`src/rtl/euler_pkg.sv`:
```
// Shared types and Q8.8 constants for the Euler step unit and its multiplier.
package euler_pkg;

    localparam int WIDTH      = 16;
    localparam int FRAC       = 8;
    localparam int MULT_ITERS = 16;

    localparam logic [WIDTH-1:0] SAT_POS = 16'h7FFF;
    localparam logic [WIDTH-1:0] SAT_NEG = 16'h8000;

    typedef enum logic [1:0] {
        IDLE = 2'd0,
        MULT = 2'd1,
        ADD  = 2'd2,
        DONE = 2'd3
    } state_t;

    // 17-bit magnitude so that -32768 maps to an exact +32768.
    function automatic logic [WIDTH:0] mag17(input logic [WIDTH-1:0] v);
        return v[WIDTH-1] ? {1'b0, ~v + 16'd1} : {1'b0, v};
    endfunction

endpackage

```
`src/rtl/seq_mult_16.sv`:
```
// Radix-2 shift-add magnitude multiplier: one multiplier bit per cycle into a 34-bit accumulator.
module seq_mult_16
    import euler_pkg::*;
(
    input  logic                 clk,
    input  logic                 rst_n,
    input  logic                 start,
    input  logic [WIDTH:0]       a,
    input  logic [WIDTH:0]       b,
    output logic                 done,
    output logic [2*WIDTH+1:0]   product
);

    // Handshake: start loads a/b and begins 16 iterations; done is high during the
    // final iteration and product is valid from the following cycle until the next start.
    logic [2*WIDTH+1:0] acc;
    logic [2*WIDTH+1:0] mcand;
    logic [WIDTH:0]     mplier;
    logic [3:0]         cnt;
    logic               busy;

    always_ff @(posedge clk or negedge rst_n) begin
        if (!rst_n) begin
            acc    <= '0;
            mcand  <= '0;
            mplier <= '0;
            cnt    <= '0;
            busy   <= 1'b0;
        end else if (start) begin
            acc    <= '0;
            mcand  <= {{(WIDTH+1){1'b0}}, a};
            mplier <= b;
            cnt    <= '0;
            busy   <= 1'b1;
        end else if (busy) begin
            if (mplier[0]) begin
                acc <= acc + mcand;
            end
            mcand  <= mcand << 1;
            mplier <= mplier >> 1;
            cnt    <= cnt + 4'd1;
            if (cnt == 4'(MULT_ITERS - 1)) begin
                busy <= 1'b0;
            end
        end
    end

    assign done    = busy && (cnt == 4'(MULT_ITERS - 1));
    assign product = acc;

endmodule

```
`src/rtl/euler_step_unit.sv`:
```
// Sequential Q8.8 Euler update x_out = x_in + h*f with saturated multiply and add.
module euler_step_unit
    import euler_pkg::*;
(
    input  logic             clk,
    input  logic             rst_n,
    input  logic             start,
    input  logic [WIDTH-1:0] x_in,
    input  logic [WIDTH-1:0] h_in,
    input  logic [WIDTH-1:0] f_in,
    output logic             ready,
    output logic             done,
    output logic [WIDTH-1:0] x_out,
    output logic             overflow,
    output state_t           fsm_state
);

    state_t             state_q, state_d;
    logic               accept;
    logic [WIDTH-1:0]   x_q;
    logic               sign_q;
    logic               mult_done;
    logic [2*WIDTH+1:0] product;
    logic [2*WIDTH+1:0] scaled;
    logic [WIDTH-1:0]   p;
    logic [WIDTH-1:0]   sum;
    logic [WIDTH-1:0]   result;
    logic               mul_ovf;
    logic               add_ovf;

    assign ready     = (state_q == IDLE);
    assign accept    = start && ready;
    assign fsm_state = state_q;

    always_ff @(posedge clk or negedge rst_n) begin
        if (!rst_n) begin
            state_q <= IDLE;
        end else begin
            state_q <= state_d;
        end
    end

    always_comb begin
        state_d = state_q;
        case (state_q)
            IDLE:    if (start)     state_d = MULT;
            MULT:    if (mult_done) state_d = ADD;
            ADD:     state_d = DONE;
            DONE:    state_d = IDLE;
            default: state_d = IDLE;
        endcase
    end

    seq_mult_16 u_mult (
        .clk     (clk),
        .rst_n   (rst_n),
        .start   (accept),
        .a       (mag17(h_in)),
        .b       (mag17(f_in)),
        .done    (mult_done),
        .product (product)
    );

    // Magnitude shift truncates toward zero before the sign is applied.
    assign scaled = product >> FRAC;

    always_comb begin
        p       = scaled[WIDTH-1:0];
        mul_ovf = 1'b0;
        if (!sign_q) begin
            if (scaled > 34'd32767) begin
                p       = SAT_POS;
                mul_ovf = 1'b1;
            end
        end else if (scaled > 34'd32768) begin
            p       = SAT_NEG;
            mul_ovf = 1'b1;
        end else begin
            p = ~scaled[WIDTH-1:0] + 16'd1;
        end
    end

    always_comb begin
        sum     = x_q + p;
        add_ovf = (x_q[WIDTH-1] == p[WIDTH-1]) && (sum[WIDTH-1] != x_q[WIDTH-1]);
        result  = add_ovf ? (x_q[WIDTH-1] ? SAT_NEG : SAT_POS) : sum;
    end

    always_ff @(posedge clk or negedge rst_n) begin
        if (!rst_n) begin
            x_q      <= '0;
            sign_q   <= 1'b0;
            done     <= 1'b0;
            x_out    <= '0;
            overflow <= 1'b0;
        end else begin
            if (accept) begin
                x_q    <= x_in;
                sign_q <= h_in[WIDTH-1] ^ f_in[WIDTH-1];
            end
            done <= (state_q == ADD);
            if (state_q == ADD) begin
                x_out    <= result;
                overflow <= mul_ovf | add_ovf;
            end
        end
    end

endmodule

```
`config.mk`:
```
export PLATFORM = sky130hd
export DESIGN_NAME = euler_step_unit
export DESIGN_NICKNAME = d
export VERILOG_FILES = /design/src/rtl/euler_pkg.sv /design/src/rtl/seq_mult_16.sv /design/src/rtl/euler_step_unit.sv
export SDC_FILE = /design/constraint.sdc
export NUM_CORES = 1
export LEC_CHECK = 0
export BUFFER_PORTS_ARGS = -buffer_cell sky130_fd_sc_hd__buf_2
export CAP_MARGIN = 10
export CORE_MARGIN = 1
export CORE_UTILIZATION = 63
export DETAILED_ROUTE_END_ITERATION = 7
export PLACE_DENSITY = 0.84
export RECOVER_POWER = 25
export SLEW_MARGIN = 10
export SYNTH_ARGS = -nofsm -noshare
export SYNTH_HDL_FRONTEND = slang
export SYNTH_SLANG_ARGS = --single-unit
```
`constraint.sdc`:
```
create_clock -name clk -period 11.4 [get_ports clk]
set_clock_uncertainty 0.15 [all_clocks]
set_input_delay 1.14 -clock clk [delete_from_list [all_inputs] [get_ports clk]]
set_output_delay 1.14 -clock clk [all_outputs]
set_load 0.01 [all_outputs]
```
==> impl_metrics.ini, run 1 <==
[sta]
fin_crit_ns = 6.17
setup_viol = 0
fmax_mhz = 162
finalCritPeriodShare = 0.542
drv_slew = 111
tns_ns = 0
rsz0062_at_grt = false
fin_ws_ns = 5.23
tightest_slew_ns = 3.90
final_hold_viol_count = 0
max_slew_margin = -1.60

[global_routing]
antenna_found_initial = 0
gr-total-overflow = 0
grt_usage = 0.282
grt_max_degree = 102
grt_pass1_wl_mm = 31.7
grt_pass1_vias = 6844

[synthesis]
async_flop_share = 1.00
synth_edf_count = 0
syn_area_mm2 = 0.00846
synth_seq_cells = 126
synth_cell_types = 60
synth_ff_type = dfrtp_1
yosys_warnings = 0
yosysSeqAreaShare = 0.373
postSynthAreaPerCell_um2 = 8.66
syn_inst = 976
synth_fp_nets = 1084

[route]
dr.pass1.iters = 5
wl_met1_mm = 8.59
routedWlPerCell_um = 15.4
vias = 7241
routed_wl_mm = 18.8
antenna_left = 0
dr_wl_met3_um = 831
drt_iter0_markers = 490
route.detailed.drc = 0
drt-vias-per-instance = 5.95
dr_wl_met2_mm = 9.02
top_layer_used = met4

[clock_network]
cts_resized = 0
cts_buffers = 17
hold_buffers = 0
cts_max_path_buffers = 2
path_clk_slew_ns = 0.06
post-cts-setup-buffers = 0
clk_latency_ns = 0.43
cts.htree.levels = 4
cts.sinks = 126
cts_tree = done
cts_root_buffer = clkbuf_16

[power_and_ir_drop]
p_per_area_mw_per_mm2 = 348
p_leak_nw = 4.91
total_power_mw = 3.32
ir_drop_v = 0.000165

[cells_and_area]
drive_above_1_share = 0.126
syn2layout_area_growth_pct = 12.6
n_antenna_cell = 0
instances_no_fill = 1216
nNetsFinal = 1139
design_area_mm2 = 0.00952

[die]
floorplan.die.width_um = 118
die_y_um = 118
io_pins = 72
core_area_mm2 = 0.0129
initial_core_util = 0.657
fp-row-count = 41
die-area_mm2 = 0.0139

[critical_path]
start_kind = register
crit_type = register to register
cpPeakStageDelay_ns = 0.50
r2r-end = overflow$_DFFE_PN0P_
required_ns = 11.59
ff2ff_path_depth = 21
r2r_start = u_mult.product[9]$_DFFE_PN0P_
worstPathArrival_ns = 6.36
crit_path_frequent_cell = inv_1
rrSetupSlack_ns = 5.23
cp-end-kind = register
cp_max_fo = 16
path_cells = inv_1 -> ha_1 -> inv_1 -> or3_4 -> or3_1 -> or3_4 -> o21ai_2 -> nand2b_2 -> inv_1 -> nand2_1 -> o311ai_0 -> ha_1 -> a21o_1 -> a21o_1 -> o311a_1 -> a311o_1 -> a21oi_1 -> o21ai_0 -> a21oi_1 -> nand3_1 -> a41oi_1
slowest_stage = nand3_1

[placement]
hpwl_mm = 13.0
dpl_cell_area_mm2 = 0.00891
io_buffer_count = 71
placed_cells = 1184
dp_slack_ns = 5.45
gp_congestion = 0.910

[outcome]
violations = capacitance limit, slew limit
run_status = finished, violations left

[run]
max_cap_viol_count = 2

[hold_path]
hp-class = register to register
whs_path_depth = 2
hold_end = x_q[5]$_DFFE_PN0P_
holdCritStartpoint = x_q[5]$_DFFE_PN0P_
sequential cells by signal, summed over array words and instances (netlist names):
name / flops
x_out: 16
u_mult.product: 34
fsm_state: 2
u_mult.busy: 1
x_q: 16
u_mult.cnt: 4
done: 1
u_mult.mcand: 34
sign_q: 1
overflow: 1
u_mult.mplier: 16
stage by stage:
stage | util | hold WS, ns
after floorplan | - | 0.302
after global placement | 0.692 | 0.326
after detailed placement | 0.692 | 0.324
after CTS | 0.740 | 0.340
after global routing | 0.740 | 0.363
final | 0.740 | 0.335
cell usage after synthesis (all sizes together), types with 10 or more instances:
master  count  share of area
a21o       27          0.024
a21oi      81          0.052
a31oi      10         0.0074
buf        12         0.0064
clkbuf     28          0.012
dfrtp     126           0.37
ha         55          0.081
inv        29          0.013
mux2i      49          0.058
nand2     177          0.079
nand3      10         0.0059
nor2       76          0.034
nor3       11         0.0071
o21ai      72          0.043
or3        13          0.011
xnor2      48          0.050
xor2       25          0.026
cell type report:
type                            count  area, um^2
Clock inverter                      9         133
Multi-Input combinational cell    781        5040
Clock buffer                       23         488
Fill cell                         971        3350
Tap cell                          172         215
Timing Repair Buffer               76         387
Inverter                           29         109
Sequential cell                   126        3150
power by group:
group / switching, mW / internal [mW]
Sequential: 0.171 / 0.641
Combinational: 1.13 / 0.811
Clock: 0.200 / 0.367
worst max path at each step:
| stage | start | endpoint | slack [ns] | cells after the start |
|---|---|---|---|---|
| after floorplan | u_mult.product[8]$_DFFE_PN0P_ | x_out[14]$_DFFE_PN0P_ | 6.35 | 23 |
| after global placement | u_mult.product[8]$_DFFE_PN0P_ | overflow$_DFFE_PN0P_ | 5.54 | 21 |
| after detailed placement | u_mult.product[8]$_DFFE_PN0P_ | x_out[5]$_DFFE_PN0P_ | 5.45 | 22 |
| after CTS | u_mult.product[8]$_DFFE_PN0P_ | x_out[5]$_DFFE_PN0P_ | 5.33 | 22 |
| after global routing | u_mult.product[9]$_DFFE_PN0P_ | overflow$_DFFE_PN0P_ | 4.89 | 21 |
| final | u_mult.product[9]$_DFFE_PN0P_ | overflow$_DFFE_PN0P_ | 5.23 | 21 |
per-layer routing:
metal  vias up  GRT usage
li1       3552          -
met1      3459      0.371
met2       201      0.465
met3        29     0.0480
met4         0      0.107
met5         -          0
cells by family (layout without fill, tap and decap cells):
| group | after synthesis | count (layout) | synth area share |
|---|---|---|---|
| multiplexers | 49 | 49 | 0.0580 |
| AO/OA/AOI/OAI | 256 | 256 | 0.192 |
| adder cells (fa/ha/maj) | 57 | 57 | 0.0861 |
| buffers and inverters | 69 | 137 | 0.0317 |
| AND/OR/NAND/NOR | 346 | 346 | 0.183 |
| XOR/XNOR | 73 | 73 | 0.0756 |
| flip-flops | 126 | 126 | 0.373 |
critical path: cells and delay by family (launching register included):
kind	cells	cell delay, ns
and+or+nand+nor	6	1.91
adders and majority gates	2	0.51
AOI/OAI and AO/OA	10	2.72
DFF	1	0.42
buffers and inverters	3	0.36
cell usage in the layout (no fill, tap or decap), drive strengths merged, types with 10 or more instances in the layout:
cell	netlist	routed
buf	12	73
a21oi	81	81
xnor2	48	48
o21ai	72	72
inv	29	29
dfrtp	126	126
ha	55	55
nor3	11	11
mux2i	49	49
a31oi	10	10
nand2	177	177
a21o	27	27
or3	13	13
xor2	25	25
nand3	10	10
nor2	76	76
clkbuf	28	26
(Power assumes the default switching activity.)
==> run 2: changes to the inputs <==
--- a/config.mk
+++ b/config.mk
@@ -5,12 +5,13 @@
 export SDC_FILE = /design/constraint.sdc
 export NUM_CORES = 1
 export LEC_CHECK = 0
+export ABC_AREA = 1
 export BUFFER_PORTS_ARGS = -buffer_cell sky130_fd_sc_hd__buf_2
 export CAP_MARGIN = 10
 export CORE_MARGIN = 1
-export CORE_UTILIZATION = 63
+export CORE_UTILIZATION = 62
 export DETAILED_ROUTE_END_ITERATION = 7
-export PLACE_DENSITY = 0.84
+export PLACE_DENSITY = 0.82
 export RECOVER_POWER = 25
 export SLEW_MARGIN = 10
 export SYNTH_ARGS = -nofsm -noshare
==> constraint.sdc (replaced) <==
create_clock -name clk -period 6 [get_ports clk]
set_clock_uncertainty 0.15 [all_clocks]
set_input_delay 0.6 -clock clk [delete_from_list [all_inputs] [get_ports clk]]
set_output_delay 0.6 -clock clk [all_outputs]
set_load 0.01 [all_outputs]
==> run 2 against run 1 <==
Net effect: the run still ends with capacitance limit, slew limit left; non-clock buffer count up 2; clock-buffer cell count down 5; sequential power up 110%; wire length up 38%; via count up 28%; combinational power up 130%; power up 120%; sequential share of layout area down 2.7 points.
==> impl_metrics.ini, run 2 <==
[sta]
tightest_slew_ns = 3.87
setup_viol = 0
tns_ns = 0
fin_crit_ns = 4.10
rsz0062_at_grt = false
final_hold_viol_count = 0
max_slew_margin = -1.58
fmax_mhz = 244
drv_slew = 73
finalCritPeriodShare = 0.683

[placement]
dpl_cell_area_mm2 = 0.00974
gp_congestion = 1.03
io_buffer_count = 71
hpwl_mm = 19.9
placed_cells = 1549

[critical_path]
cp-end-kind = register
required_ns = 6.15
path_cells = nor2_1 -> nand2_1 -> nor2_1 -> nand2_1 -> nor2_1 -> inv_1 -> o221ai_1 -> inv_1 -> ha_1 -> nand2_1 -> inv_1 -> a21oi_1 -> nand2_1 -> a21oi_1 -> inv_1 -> nand3_4 -> nand2_2 -> inv_2 -> a21oi_1
slowest_stage = dfrtp_1
crit_type = register to register
start_kind = register
path_buf_inv = 5
cp_max_fo = 15
cp_top_family = simple AND/OR/NAND/NOR gates
cpPeakStageDelay_ns = 0.39
worstPathArrival_ns = 4.24

[cells_and_area]
final_common_cell = nand2_1
nNetsFinal = 1492
instances_no_fill = 1580
n_antenna_cell = 0
drive_above_1_share = 0.102
final_cell_mix = 340 x nand2_1, 159 x nor2_1, 126 x dfrtp_1, 121 x inv_1, 111 x o21ai_0
design_area_mm2 = 0.0104
syn2layout_area_growth_pct = 11.9

[synthesis]
postSynthAreaPerCell_um2 = 6.99
synth_ff_type = dfrtp_1
yosysSeqAreaShare = 0.341
synthTopCellsByArea = dfrtp_1 34%, nand2_1 14%, ha_1 7.4%
yosys_warnings = 0
synth_edf_count = 0
synth_fp_nets = 1433
yosysTopAreaCell = dfrtp_1
post-synth-top-count-cell = nand2_1
synth_seq_cells = 126
syn_inst = 1325
async_flop_share = 1.00
synth_top_area_frac = 0.341
syn_area_mm2 = 0.00926
ys_top_cells_by_count = 341 x nand2_1, 159 x nor2_1, 126 x dfrtp_1
synth_cell_types = 45

[route]
routedWlPerCell_um = 16.4
antenna_left = 0
vias = 9285
drt-vias-per-instance = 5.88
route.detailed.drc = 0
drt_iter0_markers = 949
routed_wl_mm = 25.9
dr.pass1.iters = 6

[die]
fp-row-count = 44
die-area_mm2 = 0.0154
floorplan.die.width_um = 124
initial_core_util = 0.637
core_area_mm2 = 0.0145
io_pins = 72
die_y_um = 124

[clock_network]
cts.htree.levels = 4
cts_buffers = 17
hold_buffers = 0
cts_resized = 0
cts_root_buffer = clkbuf_16
cts_tree = done
cts.sinks = 126
path_clk_slew_ns = 0.06
clk_latency_ns = 0.43
post-cts-setup-buffers = 0
cts_max_path_buffers = 2

[global_routing]
antenna_found_initial = 0
grt_pass1_wl_mm = 41.2
grt_usage = 0.351
grt_pass1_vias = 8355
gr-total-overflow = 0
grt_max_degree = 73

[power_and_ir_drop]
seqPwrFrac = 0.234
comb_power_share = 0.613
p_leak_nw = 5.17
switching_share = 0.512
power.net_switching_mw = 3.65
pwr-share-clk = 0.153
internal_power_mw = 3.48
p_per_area_mw_per_mm2 = 689
total_power_mw = 7.14
ir_drop_v = 0.000325

[outcome]
violations = capacitance limit, slew limit
run_status = finished, violations left

[hold_path]
hp-class = input pin to register

[run]
max_cap_viol_count = 1
## run 2: kinds of logic after synthesis
family	count (synthesis)	share of synthesized area
flops	126	0.341
buf+inv	166	0.0691
fa+ha+maj	57	0.0787
xor+xnor	47	0.0445
compound gates	275	0.170
simple gates	654	0.298
## run 2: cell type report
class                      instances  area, um^2
tap                              184         230
inverter                         128         480
clock inverter                    13         189
multi-input combinational       1033        5470
clock buffer                      18         429
sequential                       126        3150
timing repair buffer              78         407
fill                            1249        4180
## run 2: power groups by stage
stage | registers [mW] | logic [mW] | clock network (mW)
4_1_cts | 1.65 | 4.31 | 1.10
3_5_place_dp | 1.66 | 4.28 | 0
2_1_floorplan | 1.54 | 3.26 | 0
3_3_place_gp | 1.65 | 4.21 | 0
5_1_grt | 1.71 | 4.89 | 1.13
6_report | 1.67 | 4.38 | 1.09
## run 2: per-layer routing
layer | track usage | part of all wire | vias up
met2 | 0.552 | 0.45 | 363
met4 | 0.135 | 0.029 | 0
met5 | 0 | 0 | -
met1 | 0.462 | 0.45 | 4331
met3 | 0.0888 | 0.070 | 64
li1 | - | - | 4527
## run 2: worst register-to-register path: cells and delay by family (launching register included)
kind / cells / cell delay, ns
and+or+nand+nor: 9 / 1.56
DFF: 1 / 0.39
adders and majority gates: 1 / 0.33
buffers and inverters: 5 / 0.79
AOI/OAI and AO/OA: 4 / 0.74
## run 2: path summary, 6_finish.rpt
check	start	to	slack, ns	cells past startpoint
min in group asynchronous	rst_n	u_mult.product[7]$_DFFE_PN0P_	1.37	1
worst max-delay path	u_mult.product[26]$_DFFE_PN0P_	x_out[6]$_DFFE_PN0P_	1.90	19
max in group asynchronous	rst_n	u_mult.product[33]$_DFFE_PN0P_	2.10	2
worst max register to register	u_mult.product[26]$_DFFE_PN0P_	x_out[6]$_DFFE_PN0P_	1.90	19
worst min-delay path	x_in[8]	x_q[8]$_DFFE_PN0P_	0.22	3
worst min register to register	u_mult.cnt[3]$_DFFE_PN0P_	u_mult.cnt[3]$_DFFE_PN0P_	0.32	1
## run 2: metrics by stage
| step | hold WS, ns | setup slack [ns] | utilization |
|---|---|---|---|
| final | 0.217 | 1.90 | 0.712 |
| after global routing | 0.226 | 1.25 | 0.712 |
| after CTS | 0.190 | 2.00 | 0.713 |
| after detailed placement | 0.316 | 2.01 | 0.670 |
| after global placement | 0.312 | 2.14 | 0.670 |
| after floorplan | 0.154 | 2.70 | - |
==> run 3: changes to the inputs <==
--- a/config.mk
+++ b/config.mk
@@ -9,9 +9,9 @@
 export BUFFER_PORTS_ARGS = -buffer_cell sky130_fd_sc_hd__buf_2
 export CAP_MARGIN = 10
 export CORE_MARGIN = 1
-export CORE_UTILIZATION = 62
+export CORE_UTILIZATION = 56
 export DETAILED_ROUTE_END_ITERATION = 7
-export PLACE_DENSITY = 0.82
+export PLACE_DENSITY = 0.78
 export RECOVER_POWER = 25
 export SLEW_MARGIN = 10
 export SYNTH_ARGS = -nofsm -noshare
==> constraint.sdc (replaced) <==
create_clock -name clk -period 3.35 [get_ports clk]
set_clock_uncertainty 0.15 [all_clocks]
set_input_delay 0.335 -clock clk [delete_from_list [all_inputs] [get_ports clk]]
set_output_delay 0.335 -clock clk [all_outputs]
set_load 0.01 [all_outputs]
==> run 3 against run 2 <==
Net effect: global-route usage decreased by 1.6 points; critical path depth grew 1; maximum frequency is 25% higher; non-clock buffer count up 84; core utilization decreased by 0.32 points; worst setup slack worse by 1.8 ns; the run still ends with capacitance limit, slew limit left; critical path type unchanged; sequential share of layout area decreased by 2.7 points; largest cell class unchanged.
==> impl_metrics.ini, run 3 (synthesis gave the netlist of run 2 again) <==
[cells_and_area]
final_common_cell = nand2_1
instances_no_fill = 1697
design_area_mm2 = 0.0113
final_core_util = 0.709
final_cell_mix = 335 x nand2_1, 153 x nor2_1, 126 x dfrtp_1, 116 x inv_1, 111 x o21ai_0
syn2layout_area_growth_pct = 22.6
fillCellCount = 1364
nNetsFinal = 1576
drive_above_1_share = 0.151
n_antenna_cell = 0

[route]
wl_met1_mm = 11.7
dr.pass1.iters = 5
route.detailed.drc = 0
antenna_left = 0
dr_wl_met2_mm = 13.2
drt-vias-per-instance = 5.70
drt_iter0_markers = 695
routed_wl_mm = 27.9
vias = 9680
routedWlPerCell_um = 16.5
top_layer_used = met4
dr_wl_met3_mm = 1.91

[critical_path]
required_ns = 3.51
crit_type = register to register
crit_start = u_mult.product[9]$_DFFE_PN0P_
cp-end-kind = register
start_kind = register
worstPathArrival_ns = 3.45
cp_max_fo = 8
r2r_start = u_mult.product[9]$_DFFE_PN0P_

[power_and_ir_drop]
internal_power_mw = 7.17
comb_power_share = 0.655
ir_drop_v = 0.000569
power.net_switching_mw = 7.05
switching_share = 0.496
seqPwrFrac = 0.202
p_leak_nw = 5.57
total_power_mw = 14.2
p_per_area_mw_per_mm2 = 1250
pwr-share-clk = 0.142

[clock_network]
clk_latency_ns = 0.43
cts_max_path_buffers = 2
cts_tree = done
cts.sinks = 126
cts.htree.levels = 4
path_clk_slew_ns = 0.06
cts_buffers = 17
cts_root_buffer = clkbuf_16

[hold_path]
holdCritStartpoint = h_in[0]
hp-class = input pin to register

[placement]
io_buffer_count = 71
gp_congestion = 1.00
hpwl_mm = 20.3
placed_cells = 1644
dpl_cell_area_mm2 = 0.0103

[run]
max_cap_viol_count = 1

[outcome]
run_status = finished, violations left
violations = capacitance limit, slew limit

[sta]
drv_slew = 42
final_hold_viol_count = 0
tns_ns = 0
tightest_slew_ns = 2.46
fmax_mhz = 304
fin_crit_ns = 3.29
finalCritPeriodShare = 0.981
setup_viol = 0
max_slew_margin = -0.641

[die]
fp-row-count = 46
io_pins = 72
die-area_mm2 = 0.0170
die_y_um = 131
core_area_mm2 = 0.0160
initial_core_util = 0.578
floorplan.die.width_um = 131

[global_routing]
grt_pass1_wl_mm = 44.2
antenna_found_initial = 0
grt_max_degree = 65
grt_usage = 0.335
grt_pass1_vias = 9055
gr-total-overflow = 0
-- run 3: cell types whose count changed in the layout (fill, tap and decap cells not counted), moves of 6 or more --
cell           before  now
buf_4               7   69
clkbuf_1            2   22
buf_2              70   51
dlygate4sd3_1       0   17
a221oi_1            6    0
nor2_1            159  153
-- run 3: worst max-delay path: stages (launching register included) --
cell      delay [ns]
dfrtp_1         0.39
inv_2           0.08
ha_4            0.15
nand3_4         0.08
nor2_4          0.16
nand3_1         0.10
nand2_2         0.08
nor2_2          0.06
buf_4           0.16
a221oi_4        0.31
ha_4            0.27
inv_1           0.06
nand2_1         0.08
nand3_1         0.10
nand2_2         0.08
a21oi_4         0.21
buf_4           0.15
nand4_4         0.12
buf_8           0.17
nand3_1         0.11
a21oi_1         0.09
-- run 3: per-layer routing --
metal / vias to the layer above / track usage
li1: 4720 / -
met3: 78 / 0.0668
met5: - / 0
met4: 0 / 0.139
met1: 4496 / 0.428
met2: 386 / 0.556
-- run 3: repair_timing --
action / in CTS / in global routing
hold buffers: 17 / 0
resized for setup: 10 / 36
gates cloned: 0 / 1
pin swaps: 4 / 12
hold endpoints to repair: 55 / 0
setup endpoints to repair: 17 / 16
setup buffers: 1 / 2
-- run 3: worst paths after layout --
kind	to	slack, ns	cells past startpoint
setup / recovery	x_out[2]$_DFFE_PN0P_	0.06	20
hold / removal	u_mult.mcand[0]$_DFFE_PN0P_	0.09	3
setup reg to reg	x_out[2]$_DFFE_PN0P_	0.06	20
hold reg to reg	u_mult.cnt[3]$_DFFE_PN0P_	0.32	1
max in group asynchronous	u_mult.product[32]$_DFFE_PN0P_	0.46	3
min in group asynchronous	u_mult.product[10]$_DFFE_PN0P_	1.06	2
-- run 3: stage by stage --
step / hold WS (ns) / setup slack [ns]
5_1_grt: 0.108 / -0.102
3_5_place_dp: 0.229 / -0.241
3_3_place_gp: 0.220 / -0.0861
6_report: 0.0886 / 0.0643
2_1_floorplan: -0.111 / 0.0456
4_1_cts: 0.0851 / 0.0266
-- run 3: area by class of cell --
type	count	area [um^2]	share of cell area
clock buffer	21	460	0.0406
inverter	128	480	0.0423
sequential	126	3150	0.278
tap	216	270	0.0238
clock inverter	11	180	0.0159
multi-input combinational	1033	5690	0.502
timing repair buffer	162	1110	0.0978
-- run 3: power groups by stage --
stage	registers, mW	logic, mW	clock network (mW)
final	2.88	9.32	2.02
after global routing	2.95	10.4	2.10
after CTS	2.83	8.79	2.04
after detailed placement	2.84	8.55	0
after global placement	2.83	8.41	0
after floorplan	2.75	5.84	0
